==> src/rtl/chacha20_sched.sv <==
// chacha20_sched: two-channel job scheduler in front of one shared ChaCha20
// block core. Each channel accepts a job (key, nonce, initial block counter,
// block count), and the scheduler feeds the core one block at a time,
// alternating channels round-robin, with a per-block WAIT timeout.
//
// Ports
//   clk                 single clock, rising edge
//   rst                 asynchronous, active-low reset
//   req_x               per-channel job request (level)
//   key_x/non_x/ini_x   per-channel key, nonce, initial counter (valid with req_x)
//   nbk_x               per-channel number of blocks in the job
//   gnt_x               one-cycle pulse: job accepted
//   bsy_x               channel job in progress
//   blk_x               one-cycle pulse per completed keystream block
//   fin_x               one-cycle pulse: all blocks of the job done
//   err_x               one-cycle pulse: job aborted on core timeout
//   cor_key/non/cnt     operands to the shared core, stable ISSUE..WAIT
//   cor_str             one-cycle core start
//   cor_sel             channel currently in service
//   cor_don             one-cycle core completion pulse
module chacha20_sched #(
    parameter int unsigned TMO = 255
) (
    input  logic         clk,
    input  logic         rst,
    input  logic         req_0,
    input  logic         req_1,
    input  logic [255:0] key_0,
    input  logic [255:0] key_1,
    input  logic [95:0]  non_0,
    input  logic [95:0]  non_1,
    input  logic [31:0]  ini_0,
    input  logic [31:0]  ini_1,
    input  logic [7:0]   nbk_0,
    input  logic [7:0]   nbk_1,
    output logic         gnt_0,
    output logic         gnt_1,
    output logic         bsy_0,
    output logic         bsy_1,
    output logic         blk_0,
    output logic         blk_1,
    output logic         fin_0,
    output logic         fin_1,
    output logic         err_0,
    output logic         err_1,
    output logic [255:0] cor_key,
    output logic [95:0]  cor_non,
    output logic [31:0]  cor_cnt,
    output logic         cor_str,
    output logic         cor_sel,
    input  logic         cor_don
);

    typedef enum logic [1:0] {S_IDLE, S_ISSUE, S_WAIT} state_t;

    localparam logic [15:0] TMO_LAST = 16'(TMO - 1);

    // Channel inputs gathered into arrays so both channels share one body.
    logic [1:0]   req;
    logic [255:0] key_in [2];
    logic [95:0]  non_in [2];
    logic [31:0]  ini_in [2];
    logic [7:0]   nbk_in [2];

    assign req       = {req_1, req_0};
    assign key_in[0] = key_0;
    assign key_in[1] = key_1;
    assign non_in[0] = non_0;
    assign non_in[1] = non_1;
    assign ini_in[0] = ini_0;
    assign ini_in[1] = ini_1;
    assign nbk_in[0] = nbk_0;
    assign nbk_in[1] = nbk_1;

    // Per-channel job state
    logic [255:0] key_q [2];
    logic [95:0]  non_q [2];
    logic [31:0]  cnt_q [2];
    logic [7:0]   rem_q [2];
    logic [1:0]   bsy_q, gnt_q, blk_q, fin_q, err_q;

    // Scheduler state
    state_t      state_q, state_d;
    logic        ptr_q, sel_q;
    logic [15:0] tmr_q;
    logic [1:0]  pend;
    logic        pick, load, don_hit, tmo_hit;

    assign pend = bsy_q & {rem_q[1] != 8'd0, rem_q[0] != 8'd0};

    always_comb begin
        state_d = state_q;
        pick    = ptr_q;
        load    = 1'b0;
        don_hit = 1'b0;
        tmo_hit = 1'b0;
        cor_str = 1'b0;
        case (state_q)
            S_IDLE: begin
                if (|pend) begin
                    pick    = pend[ptr_q] ? ptr_q : ~ptr_q;
                    load    = 1'b1;
                    state_d = S_ISSUE;
                end
            end
            S_ISSUE: begin
                cor_str = 1'b1;
                state_d = S_WAIT;
            end
            S_WAIT: begin
                // Completion takes priority over a coincident timeout.
                if (cor_don) begin
                    don_hit = 1'b1;
                    state_d = S_IDLE;
                end else if (tmr_q == TMO_LAST) begin
                    tmo_hit = 1'b1;
                    state_d = S_IDLE;
                end
            end
            default: state_d = S_IDLE;
        endcase
    end

    always_ff @(posedge clk or negedge rst) begin
        if (!rst) begin
            state_q <= S_IDLE;
            ptr_q   <= 1'b0;
            sel_q   <= 1'b0;
            tmr_q   <= '0;
            cor_key <= '0;
            cor_non <= '0;
            cor_cnt <= '0;
        end else begin
            state_q <= state_d;
            // Core operands are captured on the IDLE->ISSUE edge and then held
            // untouched until the next selection.
            if (load) begin
                sel_q   <= pick;
                cor_key <= key_q[pick];
                cor_non <= non_q[pick];
                cor_cnt <= cnt_q[pick];
            end
            if (state_q == S_ISSUE) begin
                ptr_q <= ~sel_q;
                tmr_q <= '0;
            end else if (state_q == S_WAIT) begin
                tmr_q <= tmr_q + 16'd1;
            end
        end
    end

    always_ff @(posedge clk or negedge rst) begin
        if (!rst) begin
            for (int unsigned i = 0; i < 2; i++) begin
                key_q[i] <= '0;
                non_q[i] <= '0;
                cnt_q[i] <= '0;
                rem_q[i] <= '0;
            end
            bsy_q <= '0;
            gnt_q <= '0;
            blk_q <= '0;
            fin_q <= '0;
            err_q <= '0;
        end else begin
            gnt_q <= '0;
            blk_q <= '0;
            fin_q <= '0;
            err_q <= '0;
            for (int unsigned i = 0; i < 2; i++) begin
                if (!bsy_q[i]) begin
                    if (req[i]) begin
                        key_q[i] <= key_in[i];
                        non_q[i] <= non_in[i];
                        cnt_q[i] <= ini_in[i];
                        rem_q[i] <= nbk_in[i];
                        gnt_q[i] <= 1'b1;
                        bsy_q[i] <= 1'b1;
                    end
                end else if (rem_q[i] == 8'd0) begin
                    // Busy with nothing left only happens for a zero-block job:
                    // the normal last block clears bsy together with rem.
                    fin_q[i] <= 1'b1;
                    bsy_q[i] <= 1'b0;
                end else if (sel_q == 1'(i) && don_hit) begin
                    blk_q[i] <= 1'b1;
                    cnt_q[i] <= cnt_q[i] + 32'd1;
                    rem_q[i] <= rem_q[i] - 8'd1;
                    if (rem_q[i] == 8'd1) begin
                        fin_q[i] <= 1'b1;
                        bsy_q[i] <= 1'b0;
                    end
                end else if (sel_q == 1'(i) && tmo_hit) begin
                    err_q[i] <= 1'b1;
                    bsy_q[i] <= 1'b0;
                    rem_q[i] <= '0;
                end
            end
        end
    end

    assign gnt_0   = gnt_q[0];
    assign gnt_1   = gnt_q[1];
    assign bsy_0   = bsy_q[0];
    assign bsy_1   = bsy_q[1];
    assign blk_0   = blk_q[0];
    assign blk_1   = blk_q[1];
    assign fin_0   = fin_q[0];
    assign fin_1   = fin_q[1];
    assign err_0   = err_q[0];
    assign err_1   = err_q[1];
    assign cor_sel = sel_q;

endmodule

==> config.mk <==
export PLATFORM = sky130hd
export DESIGN_NAME = chacha20_sched
export DESIGN_NICKNAME = d
export VERILOG_FILES = /design/src/rtl/chacha20_sched.sv
export SDC_FILE = /design/constraint.sdc
export NUM_CORES = 2
export LEC_CHECK = 0
export CORE_AREA = 2 2 465 467
export DETAILED_ROUTE_END_ITERATION = 12
export DIE_AREA = 0 0 467 469
export PLACE_DENSITY = 0.5
export SYNTH_ARGS = -nofsm -noshare
export SYNTH_HDL_FRONTEND = slang
export SYNTH_SLANG_ARGS = --single-unit
==> constraint.sdc <==
create_clock -name clk -period 4.1 [get_ports clk]
set_clock_uncertainty 0.2 [all_clocks]
set_input_delay 1.025 -clock clk [delete_from_list [all_inputs] [get_ports clk]]
set_output_delay 1.025 -clock clk [all_outputs]
set_load 0.02 [all_outputs]
==> reports/metrics.cfg <==
[run_status]
outcome=finished clean

[global_routing]
grt_pass1_vias=42600
grt_first_pass_wirelength_um=297000
overflow=0
grt_max_degree=146
antenna_found_initial=80
grt_usage_pct=18.3

[setup_path]
critPathMaxFanout=20
arrival_ps=4040
path_class=reg -> reg
worstPathCellList=inv_1 > ha_1 > or3b_2 > o21ai_2 > inv_2 > nor2_2 > a21oi_1 > o221a_2
endpoint_kind=register
reg2reg_slack_ps=530
critical_path.max_stage_delay_ps=710
rr_worst_depth=8
worst_setup_path_start_kind=register
timing.rr.start=rem_q[0]
worstPathRequired_ps=4580
reg2reg_to=cnt_q[8]
cp_slowest_cell=o21ai_2

[power]
irDropWorstVdd_v=0.000684
leakage_nw=32.9
cellPowerDensity_nw_per_um2=848
power_mw=60.1

[yosys]
ys_types=67
synth.avg_cell_area_um2=9.35
yosys-top-cells-area=dfrtp_1 (60%), nand2_1 (19%), mux2i_1 (8.1%), o21ai_0 (2.3%), o21ai_1 (2.0%)
synth_edf_count=0
async_flop_share_pct=100
synthCells=5377
yosys_warnings=0
synth-seq-cells=1198
post-synth-top-area-fraction_pct=59.6
yosys.cell_count.top_type=nand2_1
synth_top_area_cell=dfrtp_1
syn-num-nets=6179
yosys_most_used_dff=dfrtp_1
synth_area_um2=50300
ys_top_cells_by_count=nand2_1 (2544), dfrtp_1 (1198), mux2i_1 (407)
seq_area_frac_synth_pct=59.6

[floorplanning]
dieArea_um2=219000
die_w_um=467
std_cell_rows=170
initial_core_util_pct=23.5
coreArea_um2=214000
ios=1185
die_h_um=469

[placed_design]
portBuffers=1184
pre_cts_slack_ps=267
place_hpwl_um=152000
gp_congestion=0.871

[cts]
clk_latency_ps=800
postCtsSetupBuffers=0
tritoncts=built
cts_max_path_buffers=3
cts_buffers=144
h-tree-depth=4
cts_root_buf=clkbuf_16
clk_pin_slew_ps=60
holdBufCountCts=1
cts_resized=0
cts.sinks=1198

[timing]
timing.slew.headroom_pct=35.2
setup-violations-final=0
fin_tns_setup_ps=0
rsz0062_at_grt=false
worst_slew_pin_slew_ps=972
hold-worst-slack_ps=271
period_needed_ps=3570
slew_viol_final=0
final-hold-violation-count=0
min_period_over_period_pct=87.0
layout_setup_ws_ps=535
fmax_mhz=280

[min_path]
min-delay-start=key_q[479]
min_path_type=reg -> reg
holdPathEnd=key_q[479]
hold_depth=2

[drt]
drt_iter0_markers=2634
avgViaCountPerCell=4.43
drc=0
avgRoutedWirePerCell_um=21.8
routed_wl_um=207000
vias=42100
drtPass1Iterations=5
drtAntennaViolNets=0

[layout]
final_core_util_pct=33.1
drive_gt1_share_pct=5.90
final_nets=7318
multi_input_area_um2=18700
area_growth_syn_to_layout_pct=40.8
regArea_um2=30000
n_fill_cell=22100

[job]
maxCapViolations=0

## state kept, by name (all words and copies together), names as in the netlist
| name | count |
|---|---|
| cor_key | 256 |
| cnt_q | 64 |
| rem_q | 16 |
| cor_cnt | 32 |
| cor_sel | 1 |
| err_q | 2 |
| bsy_q | 2 |
| key_q | 512 |
| fin_q | 2 |
| tmr_q | 16 |
| ptr_q | 1 |
| cor_non | 96 |
| blk_q | 2 |
| non_q | 192 |
| gnt_q | 2 |
| state_q | 2 |
## worst max-delay path by stage
stage | start | to | depth (start not counted)
floorplan | cor_don | cnt_q[63] | 5
global placement | cor_don | rem_q[3] | 7
detailed placement | cor_don | rem_q[5] | 7
CTS | state_q[1] | cor_str | 3
global route | rem_q[0] | rem_q[2] | 8
finish | rem_q[0] | cnt_q[8] | 8
## worst max-delay path, delay by kind of cell (launching register included)
kind	cells	cell delay, ps
flops	1	420
buf+inv	2	530
fa+ha+maj	1	200
compound gates	3	1060
simple gates	2	1040
## routing by layer
layer	up-vias	routed length, um	GRT usage [%]
met1	20500	87100	22.9
met2	1382	95900	29.4
met3	330	16600	5.91
met4	64	6750	6.65
met5	-	400	0
li1	19800	-	-
## logic make-up (layout without fill, tap and decap cells)
kind of cell | after synthesis | in the layout | share of synthesized area (%)
AO/OA/AOI/OAI | 610 | 610 | 6.84
XOR/XNOR | 19 | 19 | 0.331
adder cells (fa/ha/maj) | 13 | 13 | 0.324
buffers and inverters | 362 | 1610 | 3.20
flip-flops | 1198 | 1198 | 59.6
multiplexers | 409 | 409 | 8.15
other | 0 | 30 | 0
AND/OR/NAND/NOR | 2766 | 2766 | 21.5
## cells in the final DEF (no fill, tap or decap), types with 42 or more instances in the layout
cell,n
clkdlybuf4s50_1,1183
nand2_1,2542
o21ai_1,202
nor2_1,47
buf_12,44
clkbuf_16,145
a21oi_1,42
buf_4,95
o21ai_0,233
dfrtp_1,1198
mux2i_1,407
## per-stage QoR
stage,instance area [um^2],instances
2_1_floorplan,50300,5377
3_3_place_gp,65900,9207
3_5_place_dp,65900,9207
4_1_cts,70700,9463
5_1_grt,70700,9479
6_report,70800,9493
## final cells by class
| cell class | count | area share (%) |
|---|---|---|
| Clock buffer | 207 | 5.95 |
| Tap cell | 2838 | 5.02 |
| Timing Repair Buffer | 1324 | 19.0 |
| Antenna cell | 30 | 0.106 |
| Clock inverter | 48 | 0.898 |
| Multi-Input combinational cell | 3817 | 26.5 |
| Inverter | 31 | 0.186 |
| Sequential cell | 1198 | 42.4 |
## where the power goes
part / internal (mW) / switching [mW] / leakage (nW) / total (mW)
sequential: 17.3 / 3.89 / 15.0 / 21.2
clock: 7.70 / 5.44 / 2.39 / 13.1
combinational: 10.5 / 15.2 / 15.6 / 25.7
total: 35.6 / 24.5 / 32.9 / 60.1
Power figures use the tool's default switching activity.
